## src/rtl/issue_pkg.sv

```systemverilog
// Shared definitions for the operand-fetch/issue stage: instruction field
// layout, opcode constants and the register index type.
package issue_pkg;

  localparam int OPC_MSB = 15;
  localparam int OPC_LSB = 12;
  localparam int RD_MSB  = 11;
  localparam int RD_LSB  = 9;
  localparam int RA_MSB  = 8;
  localparam int RA_LSB  = 6;
  localparam int RB_MSB  = 5;
  localparam int RB_LSB  = 3;
  localparam int UPD_BIT = 0;

  localparam logic [3:0] OP_ADD = 4'b0110;
  localparam logic [3:0] OP_SUB = 4'b0111;
  localparam logic [3:0] OP_AND = 4'b1000;

  typedef logic [2:0] reg_idx_t;

  typedef struct packed {
    logic [3:0] opc;
    reg_idx_t   rd;
    reg_idx_t   ra;
    reg_idx_t   rb;
    logic       upd;
  } instr_t;

  // Bits [2:1] of the word carry nothing and are dropped here.
  function automatic instr_t decode(input logic [15:0] w);
    instr_t d;
    d.opc = w[OPC_MSB:OPC_LSB];
    d.rd  = w[RD_MSB:RD_LSB];
    d.ra  = w[RA_MSB:RA_LSB];
    d.rb  = w[RB_MSB:RB_LSB];
    d.upd = w[UPD_BIT];
    return d;
  endfunction

endpackage

```

## src/rtl/issue_regbank.sv

```systemverilog
// Register bank for the issue stage: two combinational read ports, one write
// port, R0 hardwired to zero.
module issue_regbank #(
  parameter int NREGS = 8,
  parameter int DW    = 8,
  parameter int IW    = $clog2(NREGS)
) (
  input  logic          clk,
  input  logic          reset,
  input  logic          we,
  input  logic [IW-1:0] waddr,
  input  logic [DW-1:0] wdata,
  input  logic [IW-1:0] raddr_a,
  output logic [DW-1:0] rdata_a,
  input  logic [IW-1:0] raddr_b,
  output logic [DW-1:0] rdata_b
);

  logic [NREGS-1:0][DW-1:0] regs_q, regs_d;

  always_comb begin
    regs_d = regs_q;
    if (we && waddr != '0) regs_d[waddr] = wdata;
    regs_d[0] = '0;
  end

  always_ff @(posedge clk) begin
    if (reset) regs_q <= '0;
    else       regs_q <= regs_d;
  end

  assign rdata_a = (raddr_a == '0) ? '0 : regs_q[raddr_a];
  assign rdata_b = (raddr_b == '0) ? '0 : regs_q[raddr_b];

endmodule

```

## src/rtl/operand_issue_stage.sv

```systemverilog
// Operand fetch and issue into the ALU with a busy-bit scoreboard.
// Optional macro ISSUE_FWD_EN: bypass same-cycle writeback into operand read.
module operand_issue_stage
  import issue_pkg::*;
#(
  parameter int NREGS = 8,
  parameter int DW    = 8
) (
  input  logic          clk,
  input  logic          reset,
  input  logic          in_valid,
  output logic          in_ready,
  input  logic [15:0]   in_instr,
  output logic          alu_valid,
  input  logic          alu_ready,
  output logic [DW-1:0] alu_a,
  output logic [DW-1:0] alu_b,
  output logic [3:0]    alu_opcode,
  output logic [2:0]    alu_rd,
  output logic          alu_update,
  input  logic          wb_valid,
  input  logic [2:0]    wb_rd,
  input  logic [DW-1:0] wb_data
);

`ifdef ISSUE_FWD_EN
  localparam bit FWD = 1'b1;
`else
  localparam bit FWD = 1'b0;
`endif

  instr_t          ins;
  logic            wb_fire, blocked, accept;
  logic [NREGS-1:0] busy_q, busy_d, busy_eff;
  logic [DW-1:0]   rdata_a, rdata_b, op_a, op_b;

  logic            vld_q, vld_d, upd_q, upd_d;
  logic [DW-1:0]   a_q, a_d, b_q, b_d;
  logic [3:0]      opc_q, opc_d;
  reg_idx_t        rd_q, rd_d;

  assign ins     = decode(in_instr);
  assign wb_fire = wb_valid && !reset;

  issue_regbank #(.NREGS(NREGS), .DW(DW)) u_bank (
    .clk     (clk),
    .reset   (reset),
    .we      (wb_fire),
    .waddr   (wb_rd),
    .wdata   (wb_data),
    .raddr_a (ins.ra),
    .rdata_a (rdata_a),
    .raddr_b (ins.rb),
    .rdata_b (rdata_b)
  );

  always_comb begin
    // With forwarding, a register retired this cycle no longer blocks.
    busy_eff = busy_q;
    if (FWD && wb_fire) busy_eff[wb_rd] = 1'b0;
    blocked  = busy_eff[ins.ra] | busy_eff[ins.rb] | busy_eff[ins.rd];
    in_ready = !reset && !blocked && (!vld_q || alu_ready);
    accept   = in_valid && in_ready;

    op_a = rdata_a;
    op_b = rdata_b;
    if (FWD && wb_fire && wb_rd == ins.ra && ins.ra != '0) op_a = wb_data;
    if (FWD && wb_fire && wb_rd == ins.rb && ins.rb != '0) op_b = wb_data;

    // Clear before set so a same-cycle issue to wb_rd leaves it busy.
    busy_d = busy_q;
    if (wb_fire) busy_d[wb_rd] = 1'b0;
    if (accept && ins.rd != '0) busy_d[ins.rd] = 1'b1;
    busy_d[0] = 1'b0;
  end

  always_comb begin
    vld_d = vld_q;
    a_d   = a_q;
    b_d   = b_q;
    opc_d = opc_q;
    rd_d  = rd_q;
    upd_d = upd_q;
    if (accept) begin
      vld_d = 1'b1;
      a_d   = op_a;
      b_d   = op_b;
      opc_d = ins.opc;
      rd_d  = ins.rd;
      upd_d = ins.upd;
    end else if (alu_ready) begin
      vld_d = 1'b0;
    end
  end

  always_ff @(posedge clk) begin
    if (reset) begin
      busy_q <= '0;
      vld_q  <= 1'b0;
      a_q    <= '0;
      b_q    <= '0;
      opc_q  <= '0;
      rd_q   <= '0;
      upd_q  <= 1'b0;
    end else begin
      busy_q <= busy_d;
      vld_q  <= vld_d;
      a_q    <= a_d;
      b_q    <= b_d;
      opc_q  <= opc_d;
      rd_q   <= rd_d;
      upd_q  <= upd_d;
    end
  end

  assign alu_valid  = vld_q;
  assign alu_a      = a_q;
  assign alu_b      = b_q;
  assign alu_opcode = opc_q;
  assign alu_rd     = rd_q;
  assign alu_update = upd_q && vld_q;

endmodule

```

## config.mk

```make
export PLATFORM = sky130hd
export DESIGN_NAME = operand_issue_stage
export DESIGN_NICKNAME = d
export VERILOG_FILES = /design/src/rtl/issue_pkg.sv /design/src/rtl/issue_regbank.sv /design/src/rtl/operand_issue_stage.sv
export SDC_FILE = /design/constraint.sdc
export NUM_CORES = 1
export LEC_CHECK = 0
export CORE_UTILIZATION = 50
export DETAILED_ROUTE_END_ITERATION = 16
export PLACE_DENSITY = 0.73
export SLEW_MARGIN = 25
export SYNTH_ARGS = -nofsm -noshare
export SYNTH_HDL_FRONTEND = slang
export SYNTH_SLANG_ARGS = --single-unit
```

## constraint.sdc

```tcl
create_clock -name clk -period 5.55 [get_ports clk]
set_input_delay 1.665 -clock clk [delete_from_list [all_inputs] [get_ports clk]]
set_output_delay 1.665 -clock clk [all_outputs]
set_load 0.01 [all_outputs]
```

==> results.toml, run 1 <==
[floorplan]
start_util_pct = 52.8
fp.dieH_um = 96.1
die_w_um = 96.1
fp.coreArea_um2 = 8380
num_io_pins = 58
dieArea_um2 = 9240
core.rowCount = 33

[route]
dr.pass1.iters = 4
wl_per_cell_um = 17.1
drt_iter0_drc = 186
via_count = 3382
ant_nets = 0
wirelength_mm = 10.2
drc = 0
viasPerCell = 5.67

[yosys]
ys.warnings.count = 0
syn_inst = 448
syn-num-nets = 480
synth_seq_cells = 88
synth.top_cells.by_count = "dfxtp_1 (88), mux2i_1 (64), nor2_1 (58)"
yosys.area.top_type_share_pct = 39.8
synth_cell_type_count = 33
synth_edf_count = 0
syn-cell-area_um2 = 4430
yosysMostFrequentCell = "dfxtp_1"
synthArstFlopShare_pct = 0
synth_ff_type = "dfxtp_1"
synthTopCellsByArea = "dfxtp_1 (40%), mux2i_1 (14%), mux4_2 (9.2%), nor2_1 (4.9%), mux2_2 (4.3%)"
seq_area_frac_synth_pct = 39.8
synth_area_per_cell_um2 = 9.88
synth_top_area_cell = "dfxtp_1"

[final_layout]
final_core_util_pct = 62.3
nets = 520
area_delta_synth_final_pct = 18.0
fillers = 713
antennaDiodeCount = 0
drive_above_1_share_pct = 17.9

[cts]
cts_htree_levels = 3
ctsLongestPathBuffers = 2
root_buffer = "clkbuf_8"
clock_latency_ns = 0.35
cts_hold_buf = 0
cts_setup_buffers = 0
cts_buffers = 9
clock-sinks = 88
cts_tree = "done"
clk_pin_slew_ns = 0.08
cts_resized = 0

[critical_path]
reg2reg_slack_ns = 3.34
crit_path_frequent_cell = "clkdlybuf4s50_1"
worst_path_max_delay_cell = "clkdlybuf4s50_1"
worstSetupPathType = "input pin to output pin"
slowest_delay_ns = 0.58
regToRegEndpoint = "alu_opcode[3]"
endpoint_kind = "output pin"
worstRegToRegCells = 6
reg2reg_from = "busy_eff[6]"
crit_chain = "clkdlybuf4s50_1, mux2_2, a311oi_1, nand3_2, inv_1, clkdlybuf4s50_1"
worstPathBufferInverterCount = 3
arrival_ns = 3.70
crit_required_ns = 3.88
critPathTopFamily = "buffers and inverters"
critPathLaunchType = "input pin"
path_max_fanout = 6

[placement]
gp_congestion = 0.897
io_buffers = 55
place_hpwl_mm = 6.77

[power]
power_mw = 1.21
p_leak_nw = 1.96
p_sw_share_pct = 24.7
clkPwrFrac_pct = 34.4
p_switching_uw = 300
power_frac_comb_pct = 11.9
p_per_area_nw_per_um2 = 233
seqPwrFrac_pct = 53.7
ir_worst_vdd_v = 0.000171
p_int_uw = 915

[grt]
grt_max_degree = 93
grt_pass1_wl_mm = 16.5
first_global_vias = 3301
overflow = 0
grt_use_met3_pct = 4.03
grt_use_met2_pct = 40.0
grtUsageTotal_pct = 23.8
met1_usage_pct = 31.5
antenna_found_initial = 0
top_usage_layer = "met2"

[min_path]
holdPathStages = 2
hold_start = "alu_opcode[1]"
hold_path_end = "alu_opcode[1]"
hold_path_class = "flip-flop to flip-flop"

[timing]
skew_ns = 0.00527
holdWs_ns = 0.478
rsz0062_at_grt = "no"
fmaxAchievable_mhz = 186
relSlewSlack_pct = 43.6
tightest_slew_ns = 0.846
setup_violations = 0
final.setup.tns_ns = 0
drv_slew = 0
hold_viol_final = 0
period_needed_ns = 5.37
fin_crit_sh_pct = 96.7

[status]
status = "complete, no violations"

[run]
max-cap-violations = 0
## cell families (layout without fill, tap and decap cells)
group / after synthesis / after routing / synth area share [%]
simple gates: 154 / 154 / 17.5
mux: 99 / 99 / 27.9
flops: 88 / 88 / 39.8
compound gates: 66 / 66 / 10.7
buf+inv: 41 / 84 / 4.10
## metal layers
layer | wire length (um) | up-vias
li1 | - | 1682
met3 | 431 | 6
met1 | 4720 | 1620
met2 | 5000 | 74
met5 | 0 | -
met4 | 61 | 0
## worst max-delay path by stage
stage / startpoint / to / cells after the start
final: in_instr[11] / in_ready / 6
after global routing: in_instr[11] / in_ready / 6
after CTS: in_instr[11] / in_ready / 6
after detailed placement: in_instr[11] / in_ready / 6
after global placement: in_instr[11] / in_ready / 6
after floorplan: in_instr[7] / in_ready / 6
## state kept, by name (all words and copies together) (netlist names)
signal	cells
alu_opcode	4
alu_b	8
alu_rd	3
upd_q	1
u_bank.regs_q	56
alu_valid	1
busy_eff	7
alu_a	8
## placed cells by master (no fill, tap or decap), types with 3 or more instances in the layout
cell type,Yosys,layout
nand2b_1,27,27
mux2_2,17,17
o21ai_2,20,20
or3b_2,3,3
nor2_1,58,58
o21ai_0,20,20
dfxtp_1,88,88
buf_4,0,12
o41ai_1,3,3
nand2_1,20,20
nand3b_1,7,7
mux2i_1,64,64
nor2b_1,4,4
nand3_1,24,24
a22oi_1,16,16
mux4_2,18,18
inv_1,3,3
clkdlybuf4s50_1,0,54
clkbuf_8,0,9
## worst register-to-register path: stages, from the launching register on
cell and delay, ns:
dfxtp_1 0.35, mux2_2 0.27, a311oi_1 0.36, and3_1 0.20, buf_4 0.28, and2_4 0.46, o21ai_0 0.17
## layout make-up
| cell class | instances | area, um^2 | share of cell area (%) |
|---|---|---|---|
| Clock buffer | 11 | 131 | 2.51 |
| Inverter | 3 | 11.3 | 0.216 |
| Clock inverter | 3 | 45.0 | 0.862 |
| Multi-Input combinational cell | 319 | 2510 | 48.0 |
| Timing Repair Buffer | 67 | 636 | 12.2 |
| Tap cell | 105 | 131 | 2.51 |
| Sequential cell | 88 | 1760 | 33.7 |
## power by group through the flow
stage	clock (mW)	combinational [mW]	sequential [mW]
after floorplan	0	0.0828	0.667
after global placement	0	0.142	0.666
after detailed placement	0	0.145	0.667
after CTS	0.429	0.145	0.652
after global routing	0.451	0.157	0.653
final	0.418	0.145	0.652
## stage by stage
step	instance area [um^2]	worst slack [ns]	cells
2_1_floorplan	4430	0.941	448
3_3_place_gp	5030	0.215	582
3_5_place_dp	5050	0.192	582
4_1_cts	5220	0.186	596
5_1_grt	5220	0.0601	596
6_report	5220	0.183	596
No activity file was read; power rests on OpenSTA's default activity.
==> inputs of run 2 (changes only) <==
Settings changed: CTS_CLUSTER_DIAMETER set to 30.
==> results of run 2 <==
Final layout, timing and power as in run 1 (identical DEF).
==> inputs of run 3 (changes only) <==
Settings changed: SKIP_CTS_REPAIR_TIMING set to 1, SLEW_MARGIN 25 to unset.
==> results.toml, run 3 (same netlist as run 1, synthesis figures left out) <==
[timing]
tightest_slew_ns = 1.17
fmaxAchievable_mhz = 186
skew_ns = 0.00638
relSlewSlack_pct = 21.6
worst_slack_ns = 0.188
setup_violations = 0
hold_viol_final = 0
fin_crit_sh_pct = 96.6
final.setup.tns_ns = 0
drv_slew = 0
period_needed_ns = 5.36
rsz0062_at_grt = "no"

[final_layout]
registers.top_by_ff_count = "u_bank.regs_q"
final_cell_mix = "dfxtp_1 (88), mux2i_1 (64), nor2_1 (58)"
final_common_cell = "dfxtp_1"
fillers = 721
final_cells = 596
seqCellArea_um2 = 1760
largest_reg_flops = 56
nets = 520
drive_above_1_share_pct = 17.9
antennaDiodeCount = 0
multiInputGateArea_um2 = 2490
area_delta_synth_final_pct = 17.7

[critical_path]
critPathCapture = "in_ready"
slowest_delay_ns = 0.58
crit_start = "in_instr[11]"
reg2reg_slack_ns = 3.32
critPathLaunchType = "input pin"
worst_path_max_delay_cell = "clkdlybuf4s50_1"
worstSetupPathType = "input pin to output pin"
regToRegEndpoint = "alu_opcode[3]"
worstRegToRegCells = 6
path_max_fanout = 6
worstPathBufferInverterCount = 3
critPathTopFamily = "buffers and inverters"
cp.depth = 6
crit_path_frequent_cell = "clkdlybuf4s50_1"
crit_chain = "clkdlybuf4s50_1, mux2_2, a311oi_1, nand3_2, inv_1, clkdlybuf4s50_1"
reg2reg_from = "busy_eff[6]"
crit_required_ns = 3.88
endpoint_kind = "output pin"
arrival_ns = 3.70

[power]
power_frac_comb_pct = 11.9
p_sw_share_pct = 24.4
p_int_uw = 914
clkPwrFrac_pct = 34.2
ir_worst_vdd_v = 0.000163
p_switching_uw = 296
p_leak_nw = 1.95
p_per_area_nw_per_um2 = 232
seqPwrFrac_pct = 53.9
power_mw = 1.21

[route]
ant_nets = 0
viasPerCell = 5.74
wirelength_mm = 10.3
via_count = 3423
drc = 0
wl_per_cell_um = 17.3
dr.pass1.iters = 4
drt_iter0_drc = 180

[cts]
clock_latency_ns = 0.35
root_buffer = "clkbuf_8"
cts_tree = "done"
clock-sinks = 88
cts_htree_levels = 3
cts_buffers = 9
ctsLongestPathBuffers = 2
clk_pin_slew_ns = 0.08

[grt]
first_global_vias = 3264
grt_max_degree = 93
grt_pass1_wl_mm = 16.7
overflow = 0
grtUsageTotal_pct = 24.2
antenna_found_initial = 0

[floorplan]
num_io_pins = 58
die_w_um = 96.1
dieArea_um2 = 9240
fp.coreArea_um2 = 8380
fp.dieH_um = 96.1
core.rowCount = 33
start_util_pct = 52.8

[placement]
dp_slack_ns = 0.197
gp_congestion = 0.897
place_inst = 582
io_buffers = 55
place_hpwl_mm = 6.74

[status]
status = "complete, no violations"

[min_path]
hold_path_class = "flip-flop to flip-flop"

[run]
max-cap-violations = 0
## run 3: cell types whose count changed in the layout (fill, tap and decap cells not counted)
cell     before  now
nor3b_2       1    3
nor3b_4       2    0
## run 3: per-layer routing
metal | part of all wire (%) | global-route usage, % | vias to the layer above
met5 | 0 | 0 | -
met2 | 48 | 39.2 | 98
met1 | 45 | 32.8 | 1645
met4 | 0.86 | 6.47 | 0
met3 | 5.8 | 5.21 | 7
li1 | - | - | 1673
## run 3: power by group through the flow
stage          combinational (mW)  sequential (mW)  clock, mW
2_1_floorplan              0.0828            0.667          0
3_3_place_gp                0.142            0.666          0
3_5_place_dp                0.144            0.667          0
4_1_cts                     0.144            0.652      0.425
5_1_grt                     0.156            0.654      0.452
6_report                    0.144            0.652      0.414
## run 3: area by class of cell
cell class                      instances  share of cell area (%)
Inverter                                3                   0.216
Clock inverter                          3                   0.864
Sequential cell                        88                    33.8
Tap cell                              105                    2.52
Timing Repair Buffer                   67                    12.2
Multi-Input combinational cell        319                    47.9
Clock buffer                           11                    2.52
## run 3: worst reg2reg max path: stages, from the launching register on
cell	delay [ns]
dfxtp_1	0.35
mux2_2	0.27
a311oi_1	0.35
and3_1	0.20
buf_4	0.27
and2_4	0.47
o21ai_0	0.17
## run 3: per-stage QoR
step           hold slack [ns]  util, %  instance area [um^2]
3_5_place_dp             0.464     60.1                  5030
2_1_floorplan            0.449        -                  4430
5_1_grt                  0.492     62.2                  5210
6_report                 0.476     62.2                  5210
3_3_place_gp             0.459     60.1                  5030
4_1_cts                  0.477     62.2                  5210
## run 3: worst min-delay path by stage
stage          cells past startpoint  slack, ns   endpoint      start
2_1_floorplan                      2       0.45      upd_q      upd_q
3_3_place_gp                       2       0.46      upd_q      upd_q
3_5_place_dp                       2       0.46  alu_rd[1]  alu_rd[1]
4_1_cts                            2       0.48   alu_a[5]   alu_a[5]
5_1_grt                            2       0.49      upd_q      upd_q
6_report                           2       0.48   alu_a[1]   alu_a[1]
